## src/rtl/mac_unit_pkg.sv

```systemverilog
// rtl/mac_unit_pkg.sv - shared encodings, width defaults and Q-format limits for mac_unit
// Purpose: op/state encodings and default widths used by mac_unit, seq_mul and mac_unit_if.
// Ports:   none (package).
package mac_unit_pkg;

  // Width defaults; REG_W and ADR_W track the register-file word and address widths.
  localparam int REG_W_DEF  = 16;
  localparam int ADR_W_DEF  = 4;
  localparam int FRAC_W_DEF = 8;
  localparam int ACC_W_DEF  = 32;

  typedef enum logic [1:0] {
    OP_MUL = 2'b00,
    OP_MAC = 2'b01,
    OP_CLR = 2'b10,
    OP_RD  = 2'b11
  } op_e;

  typedef enum logic [1:0] {
    S_IDLE = 2'b00,
    S_CALC = 2'b01,
    S_ACC  = 2'b10,
    S_WB   = 2'b11
  } state_e;

  // Q8.8 write-back saturation limits.
  localparam logic [REG_W_DEF-1:0] Q_MAX = 16'h7FFF;
  localparam logic [REG_W_DEF-1:0] Q_MIN = 16'h8000;

endpackage

```

## src/rtl/mac_unit_if.sv

```systemverilog
// rtl/mac_unit_if.sv - request/response bundle between the register file side and mac_unit
// Purpose: groups the start/op/operand request and the busy/done/write-back response.
// Ports:   master drives start, op, a, b, dst; slave (mac_unit) drives busy, done, cadr, c, rfile_we.
interface mac_unit_if
  import mac_unit_pkg::*;
#(
  parameter int REG_W = REG_W_DEF,
  parameter int ADR_W = ADR_W_DEF
);

  logic             start;
  logic [1:0]       op;
  logic [REG_W-1:0] a;
  logic [REG_W-1:0] b;
  logic [ADR_W-1:0] dst;
  logic             busy;
  logic             done;
  logic [ADR_W-1:0] cadr;
  logic [REG_W-1:0] c;
  logic             rfile_we;

  modport master (
    output start, op, a, b, dst,
    input  busy, done, cadr, c, rfile_we
  );

  modport slave (
    input  start, op, a, b, dst,
    output busy, done, cadr, c, rfile_we
  );

endinterface

```

## src/rtl/mac_unit_seq_mul.sv

```systemverilog
// rtl/mac_unit_seq_mul.sv - unsigned shift-add multiplier, one multiplier bit per cycle
// Purpose: W-cycle unsigned multiply; operands captured on start.
// Ports:   clk, rst (sync, active high), start (load operands), mcand, mplier,
//          prod (2W-bit product), valid (high during the final iteration).
module seq_mul #(
  parameter int W = 16
) (
  input  logic           clk,
  input  logic           rst,
  input  logic           start,
  input  logic [W-1:0]   mcand,
  input  logic [W-1:0]   mplier,
  output logic [2*W-1:0] prod,
  output logic           valid
);

  localparam int CW = $clog2(W);
  localparam logic [CW-1:0] LAST = CW'(W - 1);

  logic [2*W-1:0] mc_sh;
  logic [W-1:0]   mp_sh;
  logic [CW-1:0]  cnt;
  logic           run;

  always_ff @(posedge clk) begin
    if (rst) begin
      mc_sh <= '0;
      mp_sh <= '0;
      prod  <= '0;
      cnt   <= '0;
      run   <= 1'b0;
    end else if (start) begin
      mc_sh <= {{W{1'b0}}, mcand};
      mp_sh <= mplier;
      prod  <= '0;
      cnt   <= '0;
      run   <= 1'b1;
    end else if (run) begin
      if (mp_sh[0]) begin
        prod <= prod + mc_sh;
      end
      mc_sh <= mc_sh << 1;
      mp_sh <= mp_sh >> 1;
      cnt   <= cnt + 1'b1;
      if (cnt == LAST) begin
        run <= 1'b0;
      end
    end
  end

  // Raised in the last iteration so the caller can leave its wait state on
  // the same edge that writes the final partial sum; prod is complete after it.
  assign valid = run && (cnt == LAST);

endmodule

```

## src/rtl/mac_unit.sv

```systemverilog
// rtl/mac_unit.sv - signed Q-format multiply/accumulate engine with register-file write-back
// Purpose: MUL/MAC/CLR/RD on a saturating accumulator; result written back as Q(REG_W-FRAC_W).FRAC_W.
// Ports:   clk, rst (sync, active high), bus (mac_unit_if.slave: start, op, a, b, dst in;
//          busy, done, cadr, c, rfile_we out).
// Config:  MAC_ROUND_EN defined -> round half up before the write-back shift; else truncate.
module mac_unit
  import mac_unit_pkg::*;
#(
  parameter int REG_W  = REG_W_DEF,
  parameter int ADR_W  = ADR_W_DEF,
  parameter int FRAC_W = FRAC_W_DEF,
  parameter int ACC_W  = ACC_W_DEF
) (
  input  logic       clk,
  input  logic       rst,
  mac_unit_if.slave  bus
);

  localparam logic signed [ACC_W-1:0] ACC_MAX = {1'b0, {(ACC_W-1){1'b1}}};
  localparam logic signed [ACC_W-1:0] ACC_MIN = {1'b1, {(ACC_W-1){1'b0}}};
  localparam logic signed [ACC_W:0]   R_HI    = (ACC_W+1)'(2**(REG_W-1) - 1);
  localparam logic signed [ACC_W:0]   R_LO    = (ACC_W+1)'(-(2**(REG_W-1)));
  localparam logic [REG_W-1:0]        SAT_HI  = {1'b0, {(REG_W-1){1'b1}}};
  localparam logic [REG_W-1:0]        SAT_LO  = {1'b1, {(REG_W-1){1'b0}}};
`ifdef MAC_ROUND_EN
  localparam logic signed [ACC_W:0]   RND_HALF = (ACC_W+1)'(1) << (FRAC_W - 1);
`endif

  state_e state, state_nxt;

  op_e                      op_q;
  logic [ADR_W-1:0]         dst_q;
  logic                     sign_q;
  logic signed [ACC_W-1:0]  acc;
  logic [REG_W-1:0]         c_q;
  logic [ADR_W-1:0]         cadr_q;
  logic                     we_q;
  logic                     done_q;

  logic [REG_W-1:0]         a_mag, b_mag;
  logic                     mul_start, mul_last;
  logic [2*REG_W-1:0]       prod;

  logic signed [2*REG_W-1:0] prod_s, p;
  logic signed [ACC_W-1:0]   p_ext, sum, acc_mac;
  logic                      ovf;
  logic signed [ACC_W:0]     rnd, shf;
  logic [REG_W-1:0]          r;

  // Magnitudes as unsigned REG_W values: the most negative input keeps its
  // bit pattern, which read unsigned is exactly its magnitude.
  assign a_mag = bus.a[REG_W-1] ? REG_W'(-bus.a) : bus.a;
  assign b_mag = bus.b[REG_W-1] ? REG_W'(-bus.b) : bus.b;

  assign mul_start = (state == S_IDLE) && bus.start &&
                     ((op_e'(bus.op) == OP_MUL) || (op_e'(bus.op) == OP_MAC));

  seq_mul #(.W(REG_W)) u_seq_mul (
    .clk    (clk),
    .rst    (rst),
    .start  (mul_start),
    .mcand  (a_mag),
    .mplier (b_mag),
    .prod   (prod),
    .valid  (mul_last)
  );

  always_ff @(posedge clk) begin
    if (rst) begin
      state <= S_IDLE;
    end else begin
      state <= state_nxt;
    end
  end

  always_comb begin
    state_nxt = state;
    case (state)
      S_IDLE: begin
        if (bus.start) begin
          if (mul_start) state_nxt = S_CALC;
          else           state_nxt = S_WB;
        end
      end
      S_CALC:  if (mul_last) state_nxt = S_ACC;
      S_ACC:   state_nxt = S_WB;
      S_WB:    state_nxt = S_IDLE;
      default: state_nxt = S_IDLE;
    endcase
  end

  always_comb begin
    prod_s  = signed'(prod);
    p       = sign_q ? -prod_s : prod_s;
    p_ext   = ACC_W'(p);
    sum     = acc + p_ext;
    // Overflow only when both addends share a sign the sum does not.
    ovf     = (acc[ACC_W-1] == p_ext[ACC_W-1]) && (sum[ACC_W-1] != acc[ACC_W-1]);
    acc_mac = ovf ? (acc[ACC_W-1] ? ACC_MIN : ACC_MAX) : sum;

    // One guard bit so the rounding increment cannot wrap a saturated acc.
    rnd = (ACC_W+1)'(acc);
`ifdef MAC_ROUND_EN
    rnd = rnd + RND_HALF;
`endif
    shf = rnd >>> FRAC_W;
    if (shf > R_HI) begin
      r = SAT_HI;
    end else if (shf < R_LO) begin
      r = SAT_LO;
    end else begin
      r = shf[REG_W-1:0];
    end
  end

  always_ff @(posedge clk) begin
    if (rst) begin
      op_q   <= OP_MUL;
      dst_q  <= '0;
      sign_q <= 1'b0;
      acc    <= '0;
      c_q    <= '0;
      cadr_q <= '0;
      we_q   <= 1'b0;
      done_q <= 1'b0;
    end else begin
      we_q   <= 1'b0;
      done_q <= 1'b0;
      case (state)
        S_IDLE: begin
          if (bus.start) begin
            op_q   <= op_e'(bus.op);
            dst_q  <= bus.dst;
            sign_q <= bus.a[REG_W-1] ^ bus.b[REG_W-1];
            if (op_e'(bus.op) == OP_CLR) begin
              acc <= '0;
            end
          end
        end
        S_ACC: begin
          acc <= (op_q == OP_MUL) ? p_ext : acc_mac;
        end
        S_WB: begin
          c_q    <= r;
          cadr_q <= dst_q;
          done_q <= 1'b1;
          we_q   <= (op_q != OP_CLR);
        end
        default: ;
      endcase
    end
  end

  assign bus.busy     = (state != S_IDLE);
  assign bus.done     = done_q;
  assign bus.cadr     = cadr_q;
  assign bus.c        = c_q;
  assign bus.rfile_we = we_q;

endmodule

```

## src/flat_wrapper.sv

```systemverilog
// flat-port wrapper written by rule: the top's interface ports become plain ports
module mac_unit_flat import mac_unit_pkg::*;
#(
  parameter int REG_W  = REG_W_DEF,
  parameter int ADR_W  = ADR_W_DEF,
  parameter int FRAC_W = FRAC_W_DEF,
  parameter int ACC_W  = ACC_W_DEF
)
  (clk, rst, bus_start, bus_op, bus_a, bus_b, bus_dst, bus_busy, bus_done, bus_cadr, bus_c, bus_rfile_we);
  mac_unit_if #(.REG_W(REG_W), .ADR_W(ADR_W)) bus_i ();
  input  logic clk;
  input  logic rst;
  input wire logic [$bits(bus_i.start)-1:0] bus_start;
  input wire logic [$bits(bus_i.op)-1:0] bus_op;
  input wire logic [$bits(bus_i.a)-1:0] bus_a;
  input wire logic [$bits(bus_i.b)-1:0] bus_b;
  input wire logic [$bits(bus_i.dst)-1:0] bus_dst;
  output wire logic [$bits(bus_i.busy)-1:0] bus_busy;
  output wire logic [$bits(bus_i.done)-1:0] bus_done;
  output wire logic [$bits(bus_i.cadr)-1:0] bus_cadr;
  output wire logic [$bits(bus_i.c)-1:0] bus_c;
  output wire logic [$bits(bus_i.rfile_we)-1:0] bus_rfile_we;
  assign bus_i.start = bus_start;
  assign bus_i.op = bus_op;
  assign bus_i.a = bus_a;
  assign bus_i.b = bus_b;
  assign bus_i.dst = bus_dst;
  assign bus_busy = bus_i.busy;
  assign bus_done = bus_i.done;
  assign bus_cadr = bus_i.cadr;
  assign bus_c = bus_i.c;
  assign bus_rfile_we = bus_i.rfile_we;
  mac_unit #(.REG_W(REG_W), .ADR_W(ADR_W), .FRAC_W(FRAC_W), .ACC_W(ACC_W)) u_core (.clk(clk), .rst(rst), .bus(bus_i));
endmodule
```

## config.mk

```make
export PLATFORM = sky130hd
export DESIGN_NAME = mac_unit_flat
export DESIGN_NICKNAME = d
export VERILOG_FILES = /design/src/rtl/mac_unit_pkg.sv /design/src/rtl/mac_unit_if.sv /design/src/rtl/mac_unit_seq_mul.sv /design/src/rtl/mac_unit.sv /design/src/flat_wrapper.sv
export SDC_FILE = /design/constraint.sdc
export NUM_CORES = 1
export LEC_CHECK = 0
export ABC_CLOCK_PERIOD_IN_PS = 8900
export CORE_MARGIN = 2
export CORE_UTILIZATION = 40
export CTS_BUF_LIST = sky130_fd_sc_hd__clkbuf_4 sky130_fd_sc_hd__clkbuf_8
export CTS_CLUSTER_SIZE = 24
export DETAILED_ROUTE_END_ITERATION = 10
export PLACE_DENSITY = 0.62
export SLEW_MARGIN = 10
export SYNTH_ARGS = -nofsm -noshare
export SYNTH_HDL_FRONTEND = slang
export SYNTH_SLANG_ARGS = --single-unit
```

## constraint.sdc

```tcl
create_clock -name clk -period 8.9 [get_ports clk]
set_input_delay 1.78 -clock clk [delete_from_list [all_inputs] [get_ports clk]]
set_output_delay 1.78 -clock clk [all_outputs]
set_load 0.03 [all_outputs]
```

==> qor.yml <==
detailed_routing:
  via_per_inst: 5.75
  drcViolationCount: 0
  wl_met2_mm: 13.0
  ant_nets: 0
  dr.pass1.iters: 5
  wl_met3_mm: 1.19
  top_layer: "met4"
  drt_iter0_markers: 650
  wl_mm: 28.1
  vias: 9610
  wl_met1_mm: 13.5
  wl_per_cell_um: 16.9
finish:
  antenna-diode-count: 0
  n_fill_cell: 2610
  utilization: 0.454
  nNetsFinal: 1438
  syn_to_final_growth_pct: 12.6
  layout-drive-gt1-share: 0.0502
synthesis:
  ys_ff_latch: 148
  synth-edff-count: 0
  syn_area_per_cell_um2: 8.05
  ys_types: 68
  async_flop_share: 0
  netlist_instances: 1293
  netlist_top_cells_count: "148 x dfxtp_1, 135 x nor2_1, 111 x a21oi_1"
  synth_nets: 1409
  ys_top_cells_by_area: "dfxtp_1 28%, ha_1 8.8%, xnor2_1 6.4%"
  seq_area_frac_synth: 0.285
  syn-cell-area_mm2: 0.0104
  ys.flop_type: "dfxtp_1"
  synth_top_cell_area_share: 0.285
  yosysTopAreaCell: "dfxtp_1"
  yosysMostFrequentCell: "dfxtp_1"
  ys_warn_count: 0
die:
  rows: 59
  dieArea_mm2: 0.0273
  die-width_um: 165
  dieHeight_um: 165
  start_util: 0.403
  num_io_pins: 64
  core_area_mm2: 0.0258
timing:
  relSlewSlack: 0.306
  setup_viol: 0
  tightestPinTransition_ns: 1.04
  max_freq_mhz: 192
  slew_violations: 0
  tns_ns: 0
  fin_crit_ns: 5.21
  final_hold_viol_count: 0
  fin_skew_ns: 0.0230
  finalCritPeriodShare: 0.586
  rsz0062_at_grt: "false"
place:
  globalplace.congestion: 0.927
  dp.final_hpwl_mm: 20.6
  io_buffers: 63
critical_path:
  cp-end-kind: "flop"
  worstPathRequired_ns: 9.28
  cp_max_fo: 31
  crit_type: "reg2reg"
  worstPathArrival_ns: 5.59
  crit_path_start_kind: "flop"
run:
  maxCapViolations: 0
grt:
  grt_pass1_vias: 9049
  grt_max_degree: 78
  grt_util_all_layers: 0.209
  antenna_found_initial: 0
  grt_overflow: 0
  grt_pass1_wl_mm: 46.0
power_and_ir_drop:
  p_leak_uw: 0.00469
  powerDensity_mw_per_mm2: 151
  vdd_ir_drop_max_mv: 0.0821
cts:
  clock_path_buffers: 2
  clock_latency_ns: 0.48
  post_cts_resized: 0
  clock-sinks: 148
  cts_root_buf: "clkbuf_8"
  h-tree-depth: 4
  cts_tree: "yes"
  cts.reportedPaths.clkPinSlew_ns: 0.11
  cts_setup_buffers: 0
  holdBufCountCts: 0
  cts_inserted_buffers: 17
hold_path:
  hp-class: "reg2reg"
outcome:
  status: "finished, final reports clean"
-- final timing paths --
check | start | to | slack [ns] | cells after the start
worst min register to register | u_core.dst_q[0]$_SDFFE_PP0P_ | u_core.dst_q[0]$_SDFFE_PP0P_ | 0.46 | 2
worst max-delay path | u_core.sign_q$_SDFFE_PP0P_ | u_core.acc[13]$_SDFFE_PP0P_ | 3.69 | 12
worst min-delay path | u_core.dst_q[0]$_SDFFE_PP0P_ | u_core.dst_q[0]$_SDFFE_PP0P_ | 0.46 | 2
worst max register to register | u_core.sign_q$_SDFFE_PP0P_ | u_core.acc[13]$_SDFFE_PP0P_ | 3.69 | 12
-- critical path, cell delays in order, from the launching register on --
cell	delay, ns
dfxtp_1	0.94
mux2i_1	0.44
inv_1	0.08
ha_1	0.29
a211oi_1	0.28
o211ai_1	0.16
a221oi_1	0.62
o21ai_0	0.38
a22oi_1	0.53
a21o_1	0.26
or3_1	0.65
o21ba_1	0.24
a221o_1	0.24
-- cell type report --
cell class                 count  area [um2]  share of cell area
tap                          335         419              0.0358
timing repair buffer          76         723              0.0617
inverter                      32         120              0.0102
sequential                   148        2960               0.253
multi-input combinational   1047        7080               0.604
clock buffer                  17         234              0.0200
clock inverter                15         180              0.0154
-- cell usage in the layout (no fill, tap or decap), types with 28 or more instances in the layout --
master / instances
dfxtp_1: 147
nor2_1: 135
a21oi_1: 111
nand2_1: 97
o21ai_0: 78
xnor2_1: 76
ha_1: 73
clkdlybuf4s50_1: 62
mux2i_1: 57
a211oi_1: 45
a21o_1: 34
inv_1: 32
nand2b_1: 29
xor2_1: 28
-- sequential cells by signal (all words and copies together) (netlist names), 2 cells and up --
name / count
u_core.u_seq_mul.mc_sh: 32
u_core.state: 2
u_core.bus.c: 16
u_core.dst_q: 4
u_core.acc: 32
u_core.u_seq_mul.prod: 32
u_core.u_seq_mul.cnt: 4
u_core.bus.cadr: 4
u_core.u_seq_mul.mp_sh: 16
u_core.op_q: 2
-- stage by stage --
stage               worst slack [ns]  hold slack (ns)  total power (uW)  area, um2  cells
floorplan                       4.45            0.436              1080      10400   1293
global placement                3.83            0.441              1210      11300   1638
detailed placement              3.72            0.450              1210      11300   1638
CTS                             3.72            0.466              1780      11700   1670
global route                    3.30            0.481              1860      11700   1670
finish                          3.69            0.464              1770      11700   1670
-- power by group --
group | leakage, uW | internal, uW | total [uW] | switching [uW]
Sequential | 0.00120 | 709 | 755 | 46.4
Clock | 0.000211 | 240 | 567 | 326
Combinational | 0.00328 | 175 | 447 | 273
Total | 0.00469 | 1120 | 1770 | 646
-- logic make-up (layout without fill, tap and decap cells) --
logic type,after synthesis,count (layout),synth area share
AOI/OAI and AO/OA,413,413,0.261
xor gates and xnor gates,104,104,0.0875
adders and majority gates,75,75,0.0916
buffers and inverters,98,140,0.0362
DFF,148,148,0.285
muxes,57,57,0.0548
and+or+nand+nor,398,398,0.184
-- metal layers --
layer  vias up  GRT usage
li1       4796          -
met1      4576      0.284
met2       202      0.350
met3        36     0.0317
met4         0     0.0466
met5         -          0
No activity file was read; power rests on OpenSTA's default activity.
